**src/rtl/serial_chunk_adder_pkg.sv**
```systemverilog
// Shared types for the chunked serial adder: FSM state encoding and counter sizing.
// Pure declarations; no timing or flow-control behaviour of its own.
package serial_chunk_adder_pkg;

  typedef enum logic {
    IDLE = 1'b0,
    RUN  = 1'b1
  } state_t;

  // One spare bit so the index can step past the last chunk without wrapping.
  function automatic int idx_width(input int nchunk);
    return $clog2(nchunk) + 1;
  endfunction

endpackage

```
**src/rtl/ripple_chunk_adder.sv**
```systemverilog
// Combinational CHUNK-bit ripple adder built from full_adder cells; zero latency.
// Also exposes the carry into the MSB so the caller can derive signed overflow.
module ripple_chunk_adder #(
  parameter int CHUNK = 8
) (
  input  logic [CHUNK-1:0] a_i,
  input  logic [CHUNK-1:0] b_i,
  input  logic             ci_i,
  output logic [CHUNK-1:0] s_o,
  output logic             co_o,
  output logic             c_msb_in_o
);

  logic [CHUNK:0] c;

  assign c[0] = ci_i;

  for (genvar i = 0; i < CHUNK; i++) begin : g_bit
    full_adder u_fa (
      .a_i  (a_i[i]),
      .b_i  (b_i[i]),
      .ci_i (c[i]),
      .s_o  (s_o[i]),
      .co_o (c[i+1])
    );
  end

  assign co_o       = c[CHUNK];
  assign c_msb_in_o = c[CHUNK-1];

endmodule

module full_adder (
  input  logic a_i,
  input  logic b_i,
  input  logic ci_i,
  output logic s_o,
  output logic co_o
);

  assign s_o  = a_i ^ b_i ^ ci_i;
  assign co_o = (a_i & b_i) | (ci_i & (a_i ^ b_i));

endmodule

```
**src/rtl/serial_chunk_adder.sv**
```systemverilog
// Multi-cycle add/sub, CHUNK bits per clock LSB first; done pulses WIDTH/CHUNK cycles after start.
// start is taken only while ready (idle); requests during a run are dropped, not queued.
module serial_chunk_adder
  import serial_chunk_adder_pkg::*;
#(
  parameter int WIDTH = 32,
  parameter int CHUNK = 8
) (
  input  logic             sys_clk,
  input  logic             sys_rst,
  input  logic             start,
  input  logic             sub,
  input  logic [WIDTH-1:0] in1,
  input  logic [WIDTH-1:0] in2,
  input  logic             cin,
  output logic             ready,
  output logic             done,
  output logic [WIDTH-1:0] sum,
  output logic             cout,
  output logic             overflow
);

  localparam int NCHUNK = WIDTH / CHUNK;
  localparam int IDXW   = idx_width(NCHUNK);
  localparam int BW     = (WIDTH > 1) ? $clog2(WIDTH) : 1;

  state_t            state_q;
  logic [WIDTH-1:0]  opa_q;
  logic [WIDTH-1:0]  opb_q;
  logic              carry_q;
  logic [IDXW-1:0]   idx_q;
  logic [WIDTH-1:0]  res_q;
  logic [WIDTH-1:0]  sum_q;
  logic              cout_q;
  logic              ovf_q;
  logic              done_q;

  logic [BW-1:0]     base;
  logic [CHUNK-1:0]  a_chk;
  logic [CHUNK-1:0]  b_chk;
  logic [CHUNK-1:0]  s_chk;
  logic              co_chk;
  logic              cmsb_chk;
  logic              last_chk;
  logic [WIDTH-1:0]  res_d;

  // Base is pinned to 0 while idle, where idx may sit one past the last chunk.
  assign base     = (state_q == RUN) ? BW'(32'(idx_q) * 32'(CHUNK)) : '0;
  assign a_chk    = opa_q[base +: CHUNK];
  assign b_chk    = opb_q[base +: CHUNK];
  assign last_chk = (idx_q == IDXW'(NCHUNK - 1));

  ripple_chunk_adder #(
    .CHUNK (CHUNK)
  ) u_chunk (
    .a_i        (a_chk),
    .b_i        (b_chk),
    .ci_i       (carry_q),
    .s_o        (s_chk),
    .co_o       (co_chk),
    .c_msb_in_o (cmsb_chk)
  );

  always_comb begin
    res_d = res_q;
    res_d[base +: CHUNK] = s_chk;
  end

  always_ff @(posedge sys_clk or posedge sys_rst) begin
    if (sys_rst) begin
      state_q <= IDLE;
      opa_q   <= '0;
      opb_q   <= '0;
      carry_q <= 1'b0;
      idx_q   <= '0;
      res_q   <= '0;
      sum_q   <= '0;
      cout_q  <= 1'b0;
      ovf_q   <= 1'b0;
      done_q  <= 1'b0;
    end else begin
      done_q <= 1'b0;
      case (state_q)
        IDLE: begin
          if (start) begin
            // Subtraction is A + ~B + 1, so cin is replaced by the forced carry.
            opa_q   <= in1;
            opb_q   <= sub ? ~in2 : in2;
            carry_q <= sub ? 1'b1 : cin;
            idx_q   <= '0;
            state_q <= RUN;
          end
        end
        RUN: begin
          res_q   <= res_d;
          carry_q <= co_chk;
          idx_q   <= idx_q + 1'b1;
          if (last_chk) begin
            sum_q   <= res_d;
            cout_q  <= co_chk;
            ovf_q   <= co_chk ^ cmsb_chk;
            done_q  <= 1'b1;
            state_q <= IDLE;
          end
        end
        default: state_q <= IDLE;
      endcase
    end
  end

  assign ready    = (state_q == IDLE);
  assign done     = done_q;
  assign sum      = sum_q;
  assign cout     = cout_q;
  assign overflow = ovf_q;

endmodule
```
**config.mk**
```make
export PLATFORM = sky130hd
export DESIGN_NAME = serial_chunk_adder
export DESIGN_NICKNAME = d
export VERILOG_FILES = /design/src/rtl/serial_chunk_adder_pkg.sv /design/src/rtl/ripple_chunk_adder.sv /design/src/rtl/serial_chunk_adder.sv
export SDC_FILE = /design/constraint.sdc
export NUM_CORES = 1
export LEC_CHECK = 0
export ABC_AREA = 1
export CAP_MARGIN = 20
export CORE_MARGIN = 2
export CORE_UTILIZATION = 40
export CTS_BUF_LIST = sky130_fd_sc_hd__clkbuf_16
export DETAILED_ROUTE_END_ITERATION = 8
export PLACE_DENSITY = 0.66
export SYNTH_ARGS = -nofsm -noshare
export SYNTH_HDL_FRONTEND = slang
export SYNTH_SLANG_ARGS = --single-unit
export TNS_END_PERCENT = 20
```
**constraint.sdc**
```tcl
create_clock -name sys_clk -period 5.7 [get_ports sys_clk]
set_clock_uncertainty 0.05 [all_clocks]
set_input_delay 0.855 -clock sys_clk [delete_from_list [all_inputs] [get_ports sys_clk]]
set_output_delay 0.855 -clock sys_clk [all_outputs]
set_load 0.005 [all_outputs]
```
==> results_dict.tcl <==
set metrics [dict create \
    pin_count 105 \
    yosysWarnings 0 \
    num_vias 5546 \
    synth_seq_cells 136 \
    tightestPinTransition_ns 0.834 \
    tns_ns 0 \
    cp-start-kind "flip-flop" \
    drt_wl_total_um 16200 \
    syn_area_um2 6660 \
    crit_path_end_kind "flip-flop" \
    clk_latency_ns 0.42 \
    final_core_util 0.513 \
    die_h_um 133 \
    syn_inst 839 \
    crit_path_frequent_cell "fa_1" \
    cts_tree "built" \
    cp.required_ns 6.00 \
    cts_hold_buffers 0 \
    critical_path_class "reg -> reg" \
    cp_max_fo 30 \
    clockBufferDepth 2 \
    p_int_uw 2990 \
    powerDensity_nw_per_um2 624 \
    post_cts_buffers 0 \
    fin_nets 1009 \
    placed_area_um2 7780 \
    status "finished, final reports clean" \
    fp-row-count 47 \
    p_seq_frac 0.307 \
    drtPass1Iterations 4 \
    synthesis.nets 923 \
    syn2layout_area_growth_pct 26.2 \
    cp_slowest_cell "dfrtp_1" \
    post_drt_wl_per_cell_um 14.0 \
    grt_max_degree 88 \
    avgSynthCellArea_um2 7.94 \
    port_buffers 104 \
    final_cell_mix "nand2_1 (430), dfrtp_1 (136), clkdlybuf4s50_1 (103)" \
    core-area_um2 16400 \
    die_w_um 133 \
    fin_crit_ns 4.97 \
    diodes 0 \
    min_path_type "reg -> reg" \
    dp_hpwl_um 11100 \
    place_ws_ns 0.822 \
    max_clock_freq_mhz 201 \
    htreeDepth 4 \
    final_max_slew_viol_count 0 \
    layout-drive-gt1-share 0.0512 \
    grt_pass1_wl_um 27600 \
    root_buffer "clkbuf_16" \
    synth_seq_area_share 0.511 \
    switching_power_uw 2250 \
    grt_overflow 0 \
    finalWeightedCongestion 0.852 \
    grt_usage 0.198 \
    critPathArrivalTime_ns 5.27 \
    vias_per_cell 4.79 \
    antenna_left 0 \
    setup_violations 0 \
    start_util 0.406 \
    final_hold_viol_count 0 \
    max_stage_delay_ns 0.52 \
    fp.dieArea_um2 17700 \
    cts_resized 0 \
    drt_iter0_markers 441 \
    cts_made_buffers 17 \
    switching_share 0.429 \
    fin_hold_ws_ns 0.424 \
    postLayoutSetupSlackWorst_ns 0.735 \
    rsz0062_at_grt "false" \
    yosysUniqueCellTypes 25 \
    vdd_drop_max_mv 0.400 \
    timing.final.crit_share 0.871 \
    final_area_um2 8410 \
    clkPwrFrac 0.216 \
    p_leak_uw 0.00427 \
    drcViolationCount 0 \
    combPwrFrac 0.477 \
    max_cap_violations 0 \
    layout_commonest_cell "nand2_1" \
    maxSlewHeadroom 0.444 \
    grt_pass1_vias 5513 \
    clk_pin_slew_ns 0.06 \
    antenna_found_initial 0 \
    cp_cell_sequence "nand2_4 -> inv_2 -> nor2_1 -> o21ai_0 -> fa_1 -> fa_1 -> fa_1 -> fa_1 -> fa_1 -> inv_1 -> fa_1 -> fa_1 -> fa_1 -> nor2_1 -> nand3_1 -> nand2_1 -> nand2_1 -> nand2_1" \
    cts.sinks 136 \
]
==> flip-flops by register name, summed over array words and instances, names as in the netlist <==
name      count
idx_q         3
done          1
state_q       1
sum          32
res_q        32
cout          1
opb_q        32
opa_q        32
overflow      1
carry_q       1
==> worst max-delay path, delay by kind of cell (launching register included) <==
family	cells	cell delay, ns
adder cells (fa/ha/maj)	8	2.87
AND/OR/NAND/NOR	7	1.00
flip-flops	1	0.52
buffers and inverters	2	0.27
AO/OA/AOI/OAI	1	0.15
==> power by group through the flow <==
stage	Combinational (uW)	Clock [uW]	Sequential, uW
6_report	2500	1130	1610
5_1_grt	2850	1190	1650
4_1_cts	2510	1150	1610
3_5_place_dp	2490	0	1620
3_3_place_gp	2420	0	1620
2_1_floorplan	1770	0	1530
==> per-stage QoR <==
step | power [uW] | cells
2_1_floorplan | 3300 | 839
3_3_place_gp | 4050 | 1125
3_5_place_dp | 4110 | 1125
4_1_cts | 5270 | 1157
5_1_grt | 5700 | 1158
6_report | 5250 | 1158
==> Yosys cell counts (all sizes together) <==
master / count / area share
nand2: 434 / 0.25
dfrtp: 136 / 0.51
o21ai: 62 / 0.047
nand3: 42 / 0.032
inv: 34 / 0.019
xnor2: 33 / 0.043
buf: 32 / 0.029
nor2: 23 / 0.013
clkbuf: 12 / 0.0068
fa: 8 / 0.024
ha: 7 / 0.013
o211ai: 7 / 0.0079
a21oi: 3 / 0.0023
o22ai: 2 / 0.0019
or2: 2 / 0.0019
a22o: 1 / 0.0013
clkinv: 1 / 0.00056
==> logic make-up after synthesis <==
| logic type | share of synthesized area |
|---|---|
| simple gates | 0.293 |
| flops | 0.511 |
| buf+inv | 0.0554 |
| compound gates | 0.0599 |
| xor+xnor | 0.0434 |
| fa+ha+maj | 0.0372 |
==> layout make-up <==
| cell class | count | area (um2) |
|---|---|---|
| Multi-Input combinational cell | 624 | 2890 |
| Tap cell | 220 | 275 |
| Fill cell | 1560 | 8000 |
| Clock inverter | 15 | 184 |
| Clock buffer | 17 | 425 |
| Sequential cell | 136 | 3400 |
| Inverter | 35 | 134 |
| Timing Repair Buffer | 111 | 1100 |
==> routing by layer <==
layer	GRT usage	up-vias	wire [um]
li1	-	2776	-
met5	0	-	0
met4	0.0657	0	263
met2	0.310	145	7560
met1	0.273	2602	7580
met3	0.0444	23	774
==> worst paths after layout <==
kind                       startpoint   endpoint  slack, ns  cells past startpoint
max                          idx_q[0]    sum[15]       0.73                     18
min                           sum[24]    sum[24]       0.42                      2
max reg2reg                  idx_q[0]    sum[15]       0.73                     18
min reg2reg                   sum[24]    sum[24]       0.42                      2
max in group asynchronous     sys_rst  opb_q[17]       3.72                      3
min in group asynchronous     sys_rst    sum[28]       0.90                      2
Power figures use the tool's default switching activity.
